## src/rtl/uart_echo_buf.sv

```systemverilog
// uart_echo_buf
// Buffered echo stage between the uart_core receiver (data_out) and the
// transmitter (data_in). Every received character goes through an ASCII case
// transform and is queued in a first-word fall-through FIFO. The transmitter
// drains the FIFO at its own pace, so host bursts are absorbed, not dropped.
//
// Optional build macro: UART_ECHO_LINE_MODE_EN
//   When defined, characters are held until a CR arrives (or the FIFO fills).
//   The whole line is then released.
//
// Parameters:
//   FIFO_DEPTH  queued characters (power of 2, >= 2)
//   CNT_W       width of the accepted-character counter
//   MATCH_CHAR  character that drives the match flag
//
// Ports:
//   clk, rst_n           clock, asynchronous active-low reset
//   rx_data/valid/ready  character stream from the receiver
//   tx_data/valid/ready  character stream to the transmitter
//   mode                 00 pass, 01 invert case, 10 force upper, 11 force lower
//   fifo_level           current occupancy (0..FIFO_DEPTH)
//   rx_count             accepted characters, wraps at 2^CNT_W
//   full_seen            sticky: rx_valid seen while full
//   match                last accepted raw character == MATCH_CHAR

module uart_echo_buf #(
  parameter int         FIFO_DEPTH = 16,
  parameter int         CNT_W      = 16,
  parameter logic [7:0] MATCH_CHAR = 8'h41
) (
  input  logic                          clk,
  input  logic                          rst_n,
  input  logic [7:0]                    rx_data,
  input  logic                          rx_valid,
  output logic                          rx_ready,
  output logic [7:0]                    tx_data,
  output logic                          tx_valid,
  input  logic                          tx_ready,
  input  logic [1:0]                    mode,
  output logic [$clog2(FIFO_DEPTH):0]   fifo_level,
  output logic [CNT_W-1:0]              rx_count,
  output logic                          full_seen,
  output logic                          match
);

  localparam int AW = $clog2(FIFO_DEPTH);

  logic [7:0]  mem [FIFO_DEPTH];
  logic [AW:0] wr_ptr;
  logic [AW:0] rd_ptr;
  logic        full;
  logic        empty;
  logic        push;
  logic        pop;

  // Case transform applied once, at push time. Only the two letter ranges
  // are touched; every other code passes unchanged in every mode.
  function automatic logic [7:0] xform(input logic [7:0] c, input logic [1:0] m);
    logic       is_up;
    logic       is_lo;
    logic [7:0] r;
    is_up = (c >= 8'h41) && (c <= 8'h5A);
    is_lo = (c >= 8'h61) && (c <= 8'h7A);
    r     = c;
    case (m)
      2'b01: begin
        if (is_up)      r = c + 8'h20;
        else if (is_lo) r = c - 8'h20;
      end
      2'b10: if (is_lo) r = c - 8'h20;
      2'b11: if (is_up) r = c + 8'h20;
      default: r = c;
    endcase
    return r;
  endfunction

  // Pointers carry one extra wrap bit so full and empty can be told apart.
  assign full  = (wr_ptr[AW-1:0] == rd_ptr[AW-1:0]) && (wr_ptr[AW] != rd_ptr[AW]);
  assign empty = (wr_ptr == rd_ptr);

  // Holding rx_ready low during reset keeps the receiver from handing over a
  // character that would be lost while the FIFO is cleared.
  assign rx_ready   = rst_n & ~full;
  assign push       = rx_valid & rx_ready;
  assign pop        = tx_valid & tx_ready;
  assign tx_data    = mem[rd_ptr[AW-1:0]];
  assign fifo_level = wr_ptr - rd_ptr;

  // Storage has no reset: the pointers alone define which entries are valid.
  always_ff @(posedge clk) begin
    if (push) mem[wr_ptr[AW-1:0]] <= xform(rx_data, mode);
  end

  always_ff @(posedge clk or negedge rst_n) begin
    if (!rst_n) begin
      wr_ptr    <= '0;
      rd_ptr    <= '0;
      rx_count  <= '0;
      full_seen <= 1'b0;
      match     <= 1'b0;
    end else begin
      if (push) begin
        wr_ptr   <= wr_ptr + 1'b1;
        rx_count <= rx_count + 1'b1;
        match    <= (rx_data == MATCH_CHAR);
      end
      if (pop) rd_ptr <= rd_ptr + 1'b1;
      if (rx_valid && full) full_seen <= 1'b1;
    end
  end

`ifdef UART_ECHO_LINE_MODE_EN
  typedef enum logic {COLLECT, DRAIN} line_state_t;

  line_state_t state;
  logic [AW:0] level_next;
  logic        cr_push;

  // Occupancy after this edge, used to detect "becomes full" / "becomes empty".
  assign level_next = (wr_ptr + {{AW{1'b0}}, push}) - (rd_ptr + {{AW{1'b0}}, pop});
  assign cr_push    = push && (rx_data == 8'h0D);

  // A CR pushed on the cycle that empties the FIFO starts a new line that
  // still has to be sent, so DRAIN is kept in that case.
  always_ff @(posedge clk or negedge rst_n) begin
    if (!rst_n) begin
      state <= COLLECT;
    end else begin
      case (state)
        COLLECT: if (cr_push || (level_next == FIFO_DEPTH[AW:0])) state <= DRAIN;
        DRAIN:   if ((level_next == '0) && !cr_push) state <= COLLECT;
        default: state <= COLLECT;
      endcase
    end
  end

  assign tx_valid = (state == DRAIN) && !empty;
`else
  assign tx_valid = !empty;
`endif

endmodule
```

## config.mk

```make
export PLATFORM = sky130hd
export DESIGN_NAME = uart_echo_buf
export DESIGN_NICKNAME = d
export VERILOG_FILES = /design/src/rtl/uart_echo_buf.sv
export SDC_FILE = /design/constraint.sdc
export NUM_CORES = 1
export LEC_CHECK = 0
export ABC_AREA = 1
export CORE_MARGIN = 5
export CORE_UTILIZATION = 57
export DETAILED_ROUTE_END_ITERATION = 16
export DONT_BUFFER_PORTS = 1
export GPL_TIMING_DRIVEN = 0
export PLACE_DENSITY_LB_ADDON = 0.1
export SLEW_MARGIN = 20
export SYNTH_ARGS = -nofsm -noshare
export SYNTH_HDL_FRONTEND = slang
export SYNTH_SLANG_ARGS = --single-unit
```

## constraint.sdc

```tcl
create_clock -name clk -period 2.35 [get_ports clk]
set_input_delay 0.47 -clock clk [delete_from_list [all_inputs] [get_ports clk]]
set_output_delay 0.47 -clock clk [all_outputs]
set_load 0.01 [all_outputs]
```

==> metrics.md <==
| Metric | Value |
|---|---|
| Outcome | finished with violations |
| Violated checks | setup timing |
| Final hold viol count | 0 |
| Post-synth top area cell | edfxtp_1 |
| Syn Std Cell Area | 0.00694 sq mm |
| First-pass GRT wire length | ~27000 um |
| Final global-route overflow total | 0 |
| Max-Slew Margin vs Limit | approximately half |
| Crit-path cells | buf_6, ha_4, fa_2, o21bai_1, a21oi_1, xor2_1 |
| Worst slew pin tran | 0.774 ns |
| Number of global-route vias before repair | between 4000 and 5000 |
| Synth cell types | 34 |
| Avg Cell Area, Syn | 11.3 sq um |
| Share of layout cells above drive strength 1 | between 20% and 30% |
| Post-Synth Adder-Cell Area | 2.45% |
| FF+latch count, synth | between 150 and 200 |
| # clock sinks | between 150 and 200 |
| Via count | 4970 |
| Simple-Gate Fraction of Synth Area | about 15% |
| Fmax | between 300 and 400 MHz |
| Post-DRT Antenna Nets | 0 |
| Count leader, synth | edfxtp_1 |
| Worst vdd ir | roughly 0.55 mV |
| Gr usage total | about a quarter |
| Max-slew violation count | 0 |
| Max cap viols | 0 |
| Clock Tree Buf Depth | 2 |
| Buf/Inv on CP | 1 |
| Drt total wl | 17700 um |
| Setup_tns | -0.945 ns |
| Async SR Flop Fraction | roughly 18% |
| Leakage power | between 3 and 4 nW |
| Top cells by count, synth | edfxtp_1 (128), nor2_1 (103), nand2_1 (85), o21ai_0 (68), inv_1 (32) |
| Post-synthesis mux area share | 0% |
| Initial DRT Pass Iterations | 5 |
| Share of the synthesized area in the top cell type | around 55% |
| Net Count, Synth | around 640 |
| Largest net degree at the start of global routing | 29 |
| Routed vias/inst | 6.05 |
| Yosys warnings | 0 |
| Sequential area share after synthesis | approximately 65% |
| Largest family of logic cells by synthesized area | simple AND/OR/NAND/NOR gates |
| Worst Skew | between 0.015 and 0.02 ns |
| Final #Nets | just under 700 |
| Clk root buf | clkbuf_16 |
| Crit-path max cell delay | between 0.4 and 0.5 ns |
| Port-buffer cells | 0 |
| Starting density of the core | roughly 58% |
| Crit path max-delay family | adder cells |
| Fin util | between 70% and 80% |
| Critical Path RT | 1.88 ns |
| Reg clk slew, reported paths | about 0.06 ns |
| Max H-tree Level | 4 |
| Final GP Congestion | around 0.85 |
| Final WS setup | -0.189 ns |
| Initial drt markers | 514 |
| Critical path peak fanout | 5 |
| Chip height | between 100 and 150 um |
| Clk_lat worst skew | around 0.44 ns |
| Cells after synthesis | approximately 620 |
| Endpoints failing setup | 11 |
| Slowest cell on the critical path | dfrtp_2 |
| RSZ-0062 raised after global routing | true |
| Fin crit period | approximately 2.5 ns |
| Period utilisation layout | 108% |
| Diodes inserted | 0 |
| DRC viols | 0 |
| Core area | approximately 0.012 sq mm |
| Total CTS buffers | 17 |
| Setup crit end kind | output port |
| Critical path launch point type | flop |
| I/O pin count | 47 |
| DR WL/cell | approximately 22 um |
| Area contributors post-synth | edfxtp_1 (55%), dfrtp_1 (10%), nor2_1 (5.6%) |
| EDFF count, synth | approximately 130 |
| Pwr dens | between 1000 and 1500 mW/mm^2 |
| Layout Area Growth over Synthesis | 25.2% |
| DIE AREA | roughly 0.014 sq mm |
| Top FF cell, synth | edfxtp_1 |
| Worst endpoint data arrival time | just over 2 ns |
| Compound-Gate Fraction of Synth Area | 9.60% |
| DP Wirelength | about 11000 um |
| Initial antenna violation count | 0 |
| Critical path type | reg2out |
| TritonCTS clock tree | built |
| XOR/XNOR Fraction of Synth Area | between 3 and 4% |
| Hold WC Path Type | in2reg |
| Die width | 120 um |
| Cell Rows | 40 |
-- registers in the layout (all words and copies together), names as in the netlist --
signal	flops
rx_count	16
match	1
full_seen	1
rd_ptr	5
mem	128
wr_ptr	5
-- final timing paths --
kind / startpoint / to / slack (ns) / depth (start not counted)
max in group asynchronous: rst_n / rd_ptr[3]$_DFFE_PN0P_ / 1.67 / 2
min reg2reg: rd_ptr[4]$_DFFE_PN0P_ / rd_ptr[4]$_DFFE_PN0P_ / 0.48 / 1
min: rx_data[1] / mem[5][1]$_DFFE_PP_ / 0.13 / 0
max: rd_ptr[0]$_DFFE_PN0P_ / fifo_level[4] / -0.19 / 6
min in group asynchronous: rst_n / rx_count[9]$_DFFE_PN0P_ / 0.48 / 2
max reg2reg: rd_ptr[1]$_DFFE_PN0P_ / mem[15][2]$_DFFE_PP_ / 0.10 / 10
-- stage by stage --
stage,power [W],setup WS [ns],instances,hold WS [ns],area [sq um]
floorplan,0.00570,-0.0842,615,0.174,6940
global placement,0.00653,-1.05,762,0.175,7130
detailed placement,0.00662,-1.06,762,0.175,7130
CTS,0.0102,-0.124,818,0.130,8410
global route,0.0114,-0.261,822,0.120,8700
finish,0.0109,-0.189,822,0.130,8700
-- layout make-up --
type / instances / area (sq um)
sequential: 156 / 4550
fill: 784 / 3270
multi-input combinational: 399 / 2620
clock buffer: 23 / 458
timing repair buffer: 29 / 353
buffer: 24 / 284
tap: 147 / 184
inverter: 35 / 149
clock inverter: 9 / 97.6
-- per-layer routing --
metal	wire length [um]	global-route usage, %	up-vias
met3	1260	5.85	38
met4	396	10.5	0
li1	-	-	2263
met5	0	0	-
met1	7060	31.0	2487
met2	9030	41.1	182
-- cells by family (layout without fill, tap and decap cells) --
family | Yosys count | count (layout)
fa+ha+maj | 13 | 13
xor+xnor | 28 | 28
compound gates | 114 | 114
buf+inv | 60 | 120
flops | 156 | 156
simple gates | 244 | 244
-- what timing repair did --
action | 4_1_cts | 5_1_grt
endpoints found under the hold margin | 28 | 0
hold buffers | 2 | 0
setup buffers | 19 | 5
setup endpoints to repair | 166 | 143
pin swaps | 23 | 32
cloned | 3 | 0
resized for setup | 116 | 78
-- power by group --
part	total, W	internal, W	switching [W]	leakage [nW]
Sequential	0.00355	0.00328	0.000270	1.50
Clock	0.00259	0.00157	0.00102	0.266
Combinational	0.00475	0.00185	0.00290	1.41
-- cell usage in the layout (no fill, tap or decap), types with 8 or more instances in the layout --
master | Yosys | final
buf_12 | 1 | 9
buf_4 | 3 | 16
clkbuf_16 | 0 | 19
dfrtp_1 | 28 | 23
edfxtp_1 | 128 | 128
ha_1 | 12 | 8
inv_1 | 32 | 30
nand2_1 | 85 | 82
nand3_1 | 31 | 18
nand3_2 | 0 | 10
nand4_1 | 8 | 8
nor2_1 | 103 | 75
nor2_2 | 3 | 9
nor2_4 | 2 | 24
o21ai_0 | 68 | 51
o21ai_1 | 0 | 9
o21ai_2 | 2 | 10
o221ai_2 | 0 | 8
o22ai_1 | 20 | 16
xnor2_1 | 13 | 12
xor2_1 | 15 | 15
(Power assumes the default switching activity.)
